$ cat src/rtl/mips_pkg.sv
// Shared constants for the 5-stage MIPS pipeline: widths, reset PC, NOP encoding.
package mips_pkg;

   localparam int ADDR_W = 32;
   localparam int INSTR_W = 32;
   localparam logic [31:0] NOP_INSTR = 32'h0000_0000;
   localparam logic [31:0] RESET_PC = 32'h0000_0000;
   localparam int PC_INC = 4;

endpackage

$ cat src/rtl/if_id_reg.sv
// Pipeline register with hold > flush > bubble > load priority; used for IF/ID
// and reusable for the later pipeline registers that share the pattern.
module if_id_reg #(
   parameter int ADDR_W = mips_pkg::ADDR_W,
   parameter int INSTR_W = mips_pkg::INSTR_W
) (
   input  logic               clk,
   input  logic               rst,
   input  logic               stall_i,
   input  logic               flush_i,
   input  logic               bubble_i,
   input  logic [INSTR_W-1:0] instr_i,
   input  logic [ADDR_W-1:0]  pcPlus4_i,
   output logic [INSTR_W-1:0] instr_o,
   output logic [ADDR_W-1:0]  pcPlus4_o,
   output logic               valid_o
);
   import mips_pkg::*;

   logic [INSTR_W-1:0] instr_q;
   logic [ADDR_W-1:0]  pcPlus4_q;
   logic               valid_q;

   // A bubble keeps the old pc_plus4 so only a redirect or reset clears it.
   always_ff @(posedge clk) begin
      if (rst) begin
         instr_q   <= INSTR_W'(NOP_INSTR);
         pcPlus4_q <= '0;
         valid_q   <= 1'b0;
      end else if (stall_i) begin
         instr_q   <= instr_q;
         pcPlus4_q <= pcPlus4_q;
         valid_q   <= valid_q;
      end else if (flush_i) begin
         instr_q   <= INSTR_W'(NOP_INSTR);
         pcPlus4_q <= '0;
         valid_q   <= 1'b0;
      end else if (bubble_i) begin
         instr_q   <= INSTR_W'(NOP_INSTR);
         valid_q   <= 1'b0;
      end else begin
         instr_q   <= instr_i;
         pcPlus4_q <= pcPlus4_i;
         valid_q   <= 1'b1;
      end
   end

   assign instr_o   = instr_q;
   assign pcPlus4_o = pcPlus4_q;
   assign valid_o   = valid_q;

endmodule

$ cat src/rtl/fetch_stage.sv
// MIPS IF stage: PC register, next-PC select and IF/ID register (no delay slot).
// Define FETCH_PERF_CNT_EN to add saturating fetch/stall/flush counters.
module fetch_stage #(
   parameter int ADDR_W = mips_pkg::ADDR_W,
   parameter int INSTR_W = mips_pkg::INSTR_W,
   parameter logic [ADDR_W-1:0] RESET_PC = ADDR_W'(mips_pkg::RESET_PC)
) (
   input  logic               clk,
   input  logic               rst,
   input  logic               stall_F,
   input  logic               stall_D,
   input  logic               branch_taken_d,
   input  logic [ADDR_W-1:0]  branch_target_d,
   input  logic               jmp_d,
   input  logic [ADDR_W-1:0]  jump_target_d,
   input  logic               imem_ready_i,
   input  logic [INSTR_W-1:0] instr_i,
   output logic [ADDR_W-1:0]  pc_f_o,
   output logic [INSTR_W-1:0] instr_d_o,
   output logic [ADDR_W-1:0]  pc_plus4_d_o,
   output logic               valid_d_o
`ifdef FETCH_PERF_CNT_EN
   ,
   output logic [31:0]        perf_fetch_cnt_o,
   output logic [31:0]        perf_stall_cnt_o,
   output logic [31:0]        perf_flush_cnt_o
`endif
);
   import mips_pkg::*;

   logic [ADDR_W-1:0] pc_q;
   logic [ADDR_W-1:0] pc_d;
   logic [ADDR_W-1:0] pcPlus4;
   logic [ADDR_W-1:0] redirectTarget;
   logic              redirect;

   // While stalled the branch outcome may depend on unresolved operands, so ignore it.
   assign redirect       = (jmp_d | branch_taken_d) & ~stall_F;
   assign redirectTarget = (jmp_d ? jump_target_d : branch_target_d) & ~ADDR_W'(3);
   assign pcPlus4        = pc_q + ADDR_W'(PC_INC);

   always_comb begin
      pc_d = pc_q;
      if (stall_F) begin
         pc_d = pc_q;
      end else if (redirect) begin
         pc_d = redirectTarget;
      end else if (imem_ready_i) begin
         pc_d = pcPlus4;
      end
   end

   always_ff @(posedge clk) begin
      if (rst) begin
         pc_q <= RESET_PC;
      end else begin
         pc_q <= pc_d;
      end
   end

   assign pc_f_o = pc_q;

   if_id_reg #(
      .ADDR_W (ADDR_W),
      .INSTR_W(INSTR_W)
   ) u_if_id (
      .clk      (clk),
      .rst      (rst),
      .stall_i  (stall_D),
      .flush_i  (redirect),
      .bubble_i (~imem_ready_i),
      .instr_i  (instr_i),
      .pcPlus4_i(pcPlus4),
      .instr_o  (instr_d_o),
      .pcPlus4_o(pc_plus4_d_o),
      .valid_o  (valid_d_o)
   );

`ifdef FETCH_PERF_CNT_EN
   logic [31:0] fetchCnt_q;
   logic [31:0] stallCnt_q;
   logic [31:0] flushCnt_q;
   logic        fetchLoad;

   assign fetchLoad = ~stall_D & ~redirect & imem_ready_i;

   // Each counter sticks at all-ones instead of wrapping.
   always_ff @(posedge clk) begin
      if (rst) begin
         fetchCnt_q <= '0;
         stallCnt_q <= '0;
         flushCnt_q <= '0;
      end else begin
         if (fetchLoad && fetchCnt_q != 32'hFFFF_FFFF) fetchCnt_q <= fetchCnt_q + 32'd1;
         if (stall_F && stallCnt_q != 32'hFFFF_FFFF) stallCnt_q <= stallCnt_q + 32'd1;
         if (redirect && flushCnt_q != 32'hFFFF_FFFF) flushCnt_q <= flushCnt_q + 32'd1;
      end
   end

   assign perf_fetch_cnt_o = fetchCnt_q;
   assign perf_stall_cnt_o = stallCnt_q;
   assign perf_flush_cnt_o = flushCnt_q;
`endif

endmodule

$ cat config.mk
export PLATFORM = sky130hd
export DESIGN_NAME = fetch_stage
export DESIGN_NICKNAME = d
export VERILOG_FILES = /design/src/rtl/mips_pkg.sv /design/src/rtl/if_id_reg.sv /design/src/rtl/fetch_stage.sv
export SDC_FILE = /design/constraint.sdc
export NUM_CORES = 1
export LEC_CHECK = 0
export ABC_CLOCK_PERIOD_IN_PS = 3000
export CORE_MARGIN = 4
export CORE_UTILIZATION = 40
export DETAILED_ROUTE_END_ITERATION = 8
export PLACE_DENSITY = 0.74
export REMOVE_ABC_BUFFERS = 1
export SLEW_MARGIN = 20
export SYNTH_ARGS = -nofsm -noshare
export SYNTH_HDL_FRONTEND = slang
export SYNTH_SLANG_ARGS = --single-unit
$ cat constraint.sdc
create_clock -name clk -period 3 [get_ports clk]
set_clock_uncertainty 0.2 [all_clocks]
set_input_delay 0.45 -clock clk [delete_from_list [all_inputs] [get_ports clk]]
set_output_delay 0.45 -clock clk [all_outputs]
set_load 0.01 [all_outputs]
==> results of run 1 <==
-- worst min-delay path: stages --
cell	delay, ns
buf_2	0.09
inv_1	0.08
o31a_1	0.11
-- cell families after synthesis --
logic type	count (synthesis)	synth area share [%]
and+or+nand+nor	232	24.7
AOI/OAI and AO/OA	144	18.5
DFF	93	39.3
buffers and inverters	63	6.02
xor gates and xnor gates	30	5.55
muxes	26	5.57
adders and majority gates	1	0.264
other	1	0.0792
-- routing by layer --
layer | track usage [%] | vias to the layer above
met5 | 0 | -
met1 | 26.9 | 2353
li1 | - | 2409
met3 | 5.71 | 31
met2 | 37.9 | 174
met4 | 7.65 | 0
-- synthesized netlist by cell type (14+ instances only) --
library cell	number
dfxtp_1	93
nor2_1	81
nand2_1	49
a22oi_1	38
a21oi_1	37
o21ai_0	33
clkbuf_1	30
nand3_1	25
mux2i_1	23
buf_2	21
nor3_1	19
xor2_1	16
xnor2_1	14
-- cell usage in the layout (no fill, tap or decap), drive strengths merged, types with 14 or more instances in the layout --
| cell | count |
|---|---|
| clkdlybuf4s50 | 189 |
| nor2 | 81 |
| a21oi | 37 |
| mux2i | 23 |
| nand2 | 49 |
| nand4 | 16 |
| xnor2 | 14 |
| o21ai | 41 |
| dfxtp | 93 |
| buf | 17 |
| nand3 | 25 |
| a22oi | 38 |
| nor3 | 19 |
| xor2 | 16 |
-- metrics by stage --
step                setup TNS (ns)  area (um2)  utilization, %
global route                     0        6980            60.6
CTS                              0        6980            60.6
detailed placement               0        6700            58.2
floorplan                   -27.56        4480               -
global placement                 0        6700            58.2
finish                           0        6980            60.6
-- where the power goes --
group	switching [mW]	internal, mW	total (mW)
combinational	0.257	0.317	0.573
clock	0.504	0.588	1.09
sequential	0.0789	1.29	1.37
-- registers in the layout, summed over array words and instances (netlist names) --
name	count
u_if_id.instr_o	32
pc_f_o	30
u_if_id.pcPlus4_o	30
u_if_id.valid_o	1
-- worst paths after layout --
path	cells after the start	endpoint	from	slack, ns
worst min register to register	2	u_if_id.pcPlus4_o[30]	u_if_id.pcPlus4_o[30]	0.25
worst min-delay path	3	pc_f_o[22]	rst	0.25
worst max-delay path	6	pc_f_o[18]	pc_f_o[3]	0.45
worst max register to register	6	pc_f_o[18]	pc_f_o[3]	0.45
-- area by class of cell --
class                      count  share of cell area [%]
clock buffer                  11                    3.48
timing repair buffer         206                    29.0
inverter                       5                   0.269
tap                          143                    2.56
multi-input combinational    437                    37.5
sequential                    93                    26.7
clock inverter                 5                   0.502
==> results.md, run 1 <==
- Critical Path End Type: flop
- First-pass GRT wire length: 24.2 mm
- Inst Count DP: 884
- PwrDens: 435 nW/um2
- Final #Nets: 856
- Final period utilization: 84.9%
- # setup viols final: 0
- Fraction of post-synthesis cell area in the top cell type by area: 39.3%
- Final Non-Filler Cells: 900
- Synth area leaders: dfxtp_1 (39%), nor2_1 (6.4%), a22oi_1 (6.0%)
- CP startpoint kind: flop
- Post-synth EDFFs: 0
- Via count: 4,967
- Postcts setup bufs: 0
- Post-Route WL: 15.6 mm
- Die Y: 117 um
- Yosys cell types: 48
- Met1 wire length: 6.37 mm
- Pre-CTS setup slack: 0.245 ns
- Syn Inst Count: 590
- P&R area growth vs syn: 47.3%
- Maximum vdd drop: 275 uV
- WP data required: 3.06 ns
- Total power: 3.04 mW
- Starting density of the core: 41.1%
- Number of global-route vias before repair: 4,910
- Die ar.: 13,600 um2
- Max-cap violations: 0
- Core ar.: 11,500 um2
- CP top delay family: simple AND/OR/NAND/NOR gates
- Num CTS Buffers: 9
- DR top layer: met4
- I/O pins: 200
- Gr usage total: 22.1%
- Crit path largest cell delay: 0.45 ns
- Clk sinks: 93
- Clk slew on worst S/H paths: 0.07 ns
- Status: finished clean
- Synthesis-stage register bit count: 93
- CTS tree: done
- Yosys warnings: 0
- Routed wire length on met2: 7.77 mm
- Die X: 117 um
- CTS max path bufs: 2
- Crit path buffers/inverters: 0
- Cells along the critical path: ha_1 > and4_1 > nand3_1 > or3_4 > or3_1 > a31oi_1
- Cell taking the most area after synthesis: dfxtp_1
- Total grt overflow: 0
- I/O Buffers: 191
- Final Wtd Congestion: 0.871
- Drt pass-1 iters: 4
- CP Max Fanout: 6
- Worst Tran Pin Value: 0.768 ns
- Worst hold-check path type: in2reg
- H-Tree Level Count: 3
- Routed length per placed instance: 17.3 um
- Synth async-reset ratio: 0%
- Leakage power: 2.51 nW
- Fmax: 0.393 GHz
- Final worst slack: 0.452 ns
- CP max-delay cell: or3_4
- Syn Area/Cell: 8.03 um2
- Post-CTS resize count: 0
- Sequential Area: 1860 um2
- Via density: 5.52
- Hold_buf cts: 0
- Share of cells above drive strength 1: 6.21%
- Setup CP Type: reg2reg
- Multi-input gate area: 2610 um2
- Final Hold Fails: 0
- Max-slew violations: 0
- Sequential area share after synthesis: 39.3%
- Antenna Nets Post-Route: 0
- Fillers: 1,043
- Clk_lat worst skew: 0.34 ns
- Root Buffer: clkbuf_16
- RSZ-0062 raised after global routing: no
- Worst Path Arrival: 2.61 ns
- Iteration-0 DRC Markers: 302
- FP Rows: 39
- Initial antenna violation count: 0
- Hold Slack: 0.245 ns
- Drt drc: 0
- Slew HR: 48.8%
- Largest net degree at the start of global routing: 70
- Main synth FF type: dfxtp_1
- Fin crit period: 2.55 ns
- Antenna cells: 0
- Routed length on met3: 1.02 mm
- Synthesized area: 4740 um2
- Detailed-placement wirelength estimate: 11.5 mm
Note: power is estimated with default switching activity, not from simulation.
==> run 2, diff against run 1 <==
--- a/config.mk
+++ b/config.mk
@@ -5,11 +5,11 @@
 export SDC_FILE = /design/constraint.sdc
 export NUM_CORES = 1
 export LEC_CHECK = 0
-export ABC_CLOCK_PERIOD_IN_PS = 3000
+export ABC_CLOCK_PERIOD_IN_PS = 2050
 export CORE_MARGIN = 4
-export CORE_UTILIZATION = 40
+export CORE_UTILIZATION = 39
 export DETAILED_ROUTE_END_ITERATION = 8
-export PLACE_DENSITY = 0.74
+export PLACE_DENSITY = 0.75
 export REMOVE_ABC_BUFFERS = 1
 export SLEW_MARGIN = 20
 export SYNTH_ARGS = -nofsm -noshare
==> constraint.sdc (replaced) <==
create_clock -name clk -period 2.05 [get_ports clk]
set_clock_uncertainty 0.2 [all_clocks]
set_input_delay 0.3075 -clock clk [delete_from_list [all_inputs] [get_ports clk]]
set_output_delay 0.3075 -clock clk [all_outputs]
set_load 0.01 [all_outputs]
==> results.md, run 2 (synthesized netlist as in run 1, its figures left out) <==
- Status: finished with violations
- Violated checks: setup timing
- Clk slew on worst S/H paths: 0.07 ns (about the same)
- CTS max path bufs: 2 (unchanged)
- Die X: 118 um (+1.2%)
- Gr usage total: 23.4% (+1.3 points)
- Critical Path End Type: flop
- Setup CP Type: in2reg
- Num CTS Buffers: 9 (unchanged)
- Drt drc: 0 (unchanged)
- Hold_buf cts: 0 (unchanged)
- CP Capture Point: pc_f_o[11]
- I/O Buffers: 191 (unchanged)
- Clk_lat worst skew: 0.34 ns (about the same)
- Final worst slack: -0.0453 ns (-0.498 ns)
- Routed wire length on met2: 8.99 mm (+16%)
- Detailed-placement wirelength estimate: 13.0 mm (+13%)
- Routed length per placed instance: 17.7 um (+2.2%)
- Max-cap violations: 0 (unchanged)
- CTS tree: done
- CP Max Fanout: 5 (-1)
- Number of global-route vias before repair: 5,288 (+7.7%)
- Reg2reg end: pc_f_o[16]
- Clk sinks: 93 (unchanged)
- Final Non-Filler Cells: 972 (+8.0%)
- I/O pins: 200 (unchanged)
- Post-Route WL: 17.2 mm (+10%)
- Final Util: 65.9% (+5.3 points)
- Drt pass-1 iters: 6 (+2)
- Via count: 5,361 (+7.9%)
- Share of cells above drive strength 1: 17.2% (+11 points)
- Max-slew violations: 0 (unchanged)
- Final #Nets: 928 (+8.4%)
- RSZ-0062 raised after global routing: yes
- Initial antenna violation count: 0 (unchanged)
- Leakage power: 2.92 nW (+16%)
- Reg2Reg Depth: 8 (+2)
- Inst Count DP: 952 (+7.7%)
- Post-route cell area: 7680 um2 (+10%)
- P&R area growth vs syn: 62.2%
- Final period utilization: 102%
- Fin crit period: 2.10 ns
- DR top layer: met4
- Final Hold Fails: 0 (unchanged)
- Setup TNS: -0.0453 ns (-0.0453 ns)
- Commonest cells after routing, fill and taps aside: clkdlybuf4s50_1 (189), dfxtp_1 (82), buf_4 (82)
- Reg-to-Reg Start: pc_f_o[3]
- FP Rows: 39 (unchanged)
- Placed cell area: 7250 um2 (+8.2%)
- CP startpoint kind: input port
- Final Wtd Congestion: 0.898 (+3.1%)
- # setup viols final: 1 (+1)
- Critical path startpoint: branch_taken_d
- Pre-CTS setup slack: -0.340 ns (-0.585 ns)
- Die Y: 118 um (+1.2%)
- Met1 wire length: 6.87 mm (+7.9%)
- Total power: 4.59 mW (+51%)
- Antenna Nets Post-Route: 0 (unchanged)
- Commonest non-fill, non-tap cell in the layout: clkdlybuf4s50_1
- Hold Slack: 0.128 ns (-0.118 ns)
- Fmax: 0.477 GHz
- Iteration-0 DRC Markers: 410 (+36%)
- Worst Path Arrival: 2.15 ns (-0.46 ns)
- Worst hold-check path type: in2reg
- Antenna cells: 0 (unchanged)
- Via density: 5.52 (about the same)
- WP data required: 2.11 ns (-0.95 ns)
- First-pass GRT wire length: 27.0 mm (+12%)
- Total grt overflow: 0 (unchanged)
- H-Tree Level Count: 3 (unchanged)
- Maximum vdd drop: 540 uV (+97%)
- Routed length on met3: 1.10 mm (+7.6%)
- Worst reg-to-reg setup slack: 0.02 ns (-0.43 ns)
- Core ar.: 11,700 um2 (+1.3%)
- PwrDens: 598 nW/um2 (+37%)
- Starting density of the core: 40.6% (-0.52 points)
- Root Buffer: clkbuf_16
- Largest net degree at the start of global routing: 37 (-47%)
- Die ar.: 14,000 um2 (+2.4%)
- Max FFs per register: 32 (unchanged)
run 2: cell types whose count changed in the layout (fill, tap and decap cells not counted), sizes merged:
cell	before	now
inv	6	7
buf	17	89
clkinv	3	2
run 2: layout make-up:
type	count	area, um2
fillers	956	3980
well taps	143	179
flip-flops and latches	93	1880
inverters	5	18.8
multi-input cells	437	2710
clock inverters	5	42.5
repair buffers	278	2610
clock buffers	11	243
run 2: report_power, final:
group / leakage, nW / internal [mW] / total [mW] / switching [mW]
Combinational: 2.02 / 0.551 / 1.00 / 0.449
Clock: 0.137 / 0.870 / 1.62 / 0.747
Sequential: 0.764 / 1.89 / 1.97 / 0.0806
run 2: worst min path at each step:
stage,to,depth (start not counted),from,slack [ns]
floorplan,pc_f_o[10],1,rst,0.18
global placement,u_if_id.pcPlus4_o[30],2,u_if_id.pcPlus4_o[30],0.23
detailed placement,u_if_id.pcPlus4_o[31],2,u_if_id.pcPlus4_o[31],0.24
CTS,pc_f_o[22],3,rst,0.12
global route,pc_f_o[22],3,rst,0.15
finish,pc_f_o[22],3,rst,0.13
run 2: routing by layer:
layer	up-vias	global-route usage, %
met3	24	3.53
li1	2559	-
met5	-	0
met1	2552	28.8
met2	226	42.0
met4	0	7.25
run 2: critical path, stage by stage:
cell	delay (ns)
clkdlybuf4s50_1	0.48
buf_4	0.17
buf_4	0.15
nor2b_1	0.23
a211oi_1	0.14
a2111oi_2	0.37
o21ai_0	0.14
a21oi_1	0.16
run 2: timing repair:
action | in CTS | in global routing
resized for setup | 6 | 27
setup endpoints to repair | 14 | 33
setup buffers | 3 | 1
pin swaps | 3 | 10
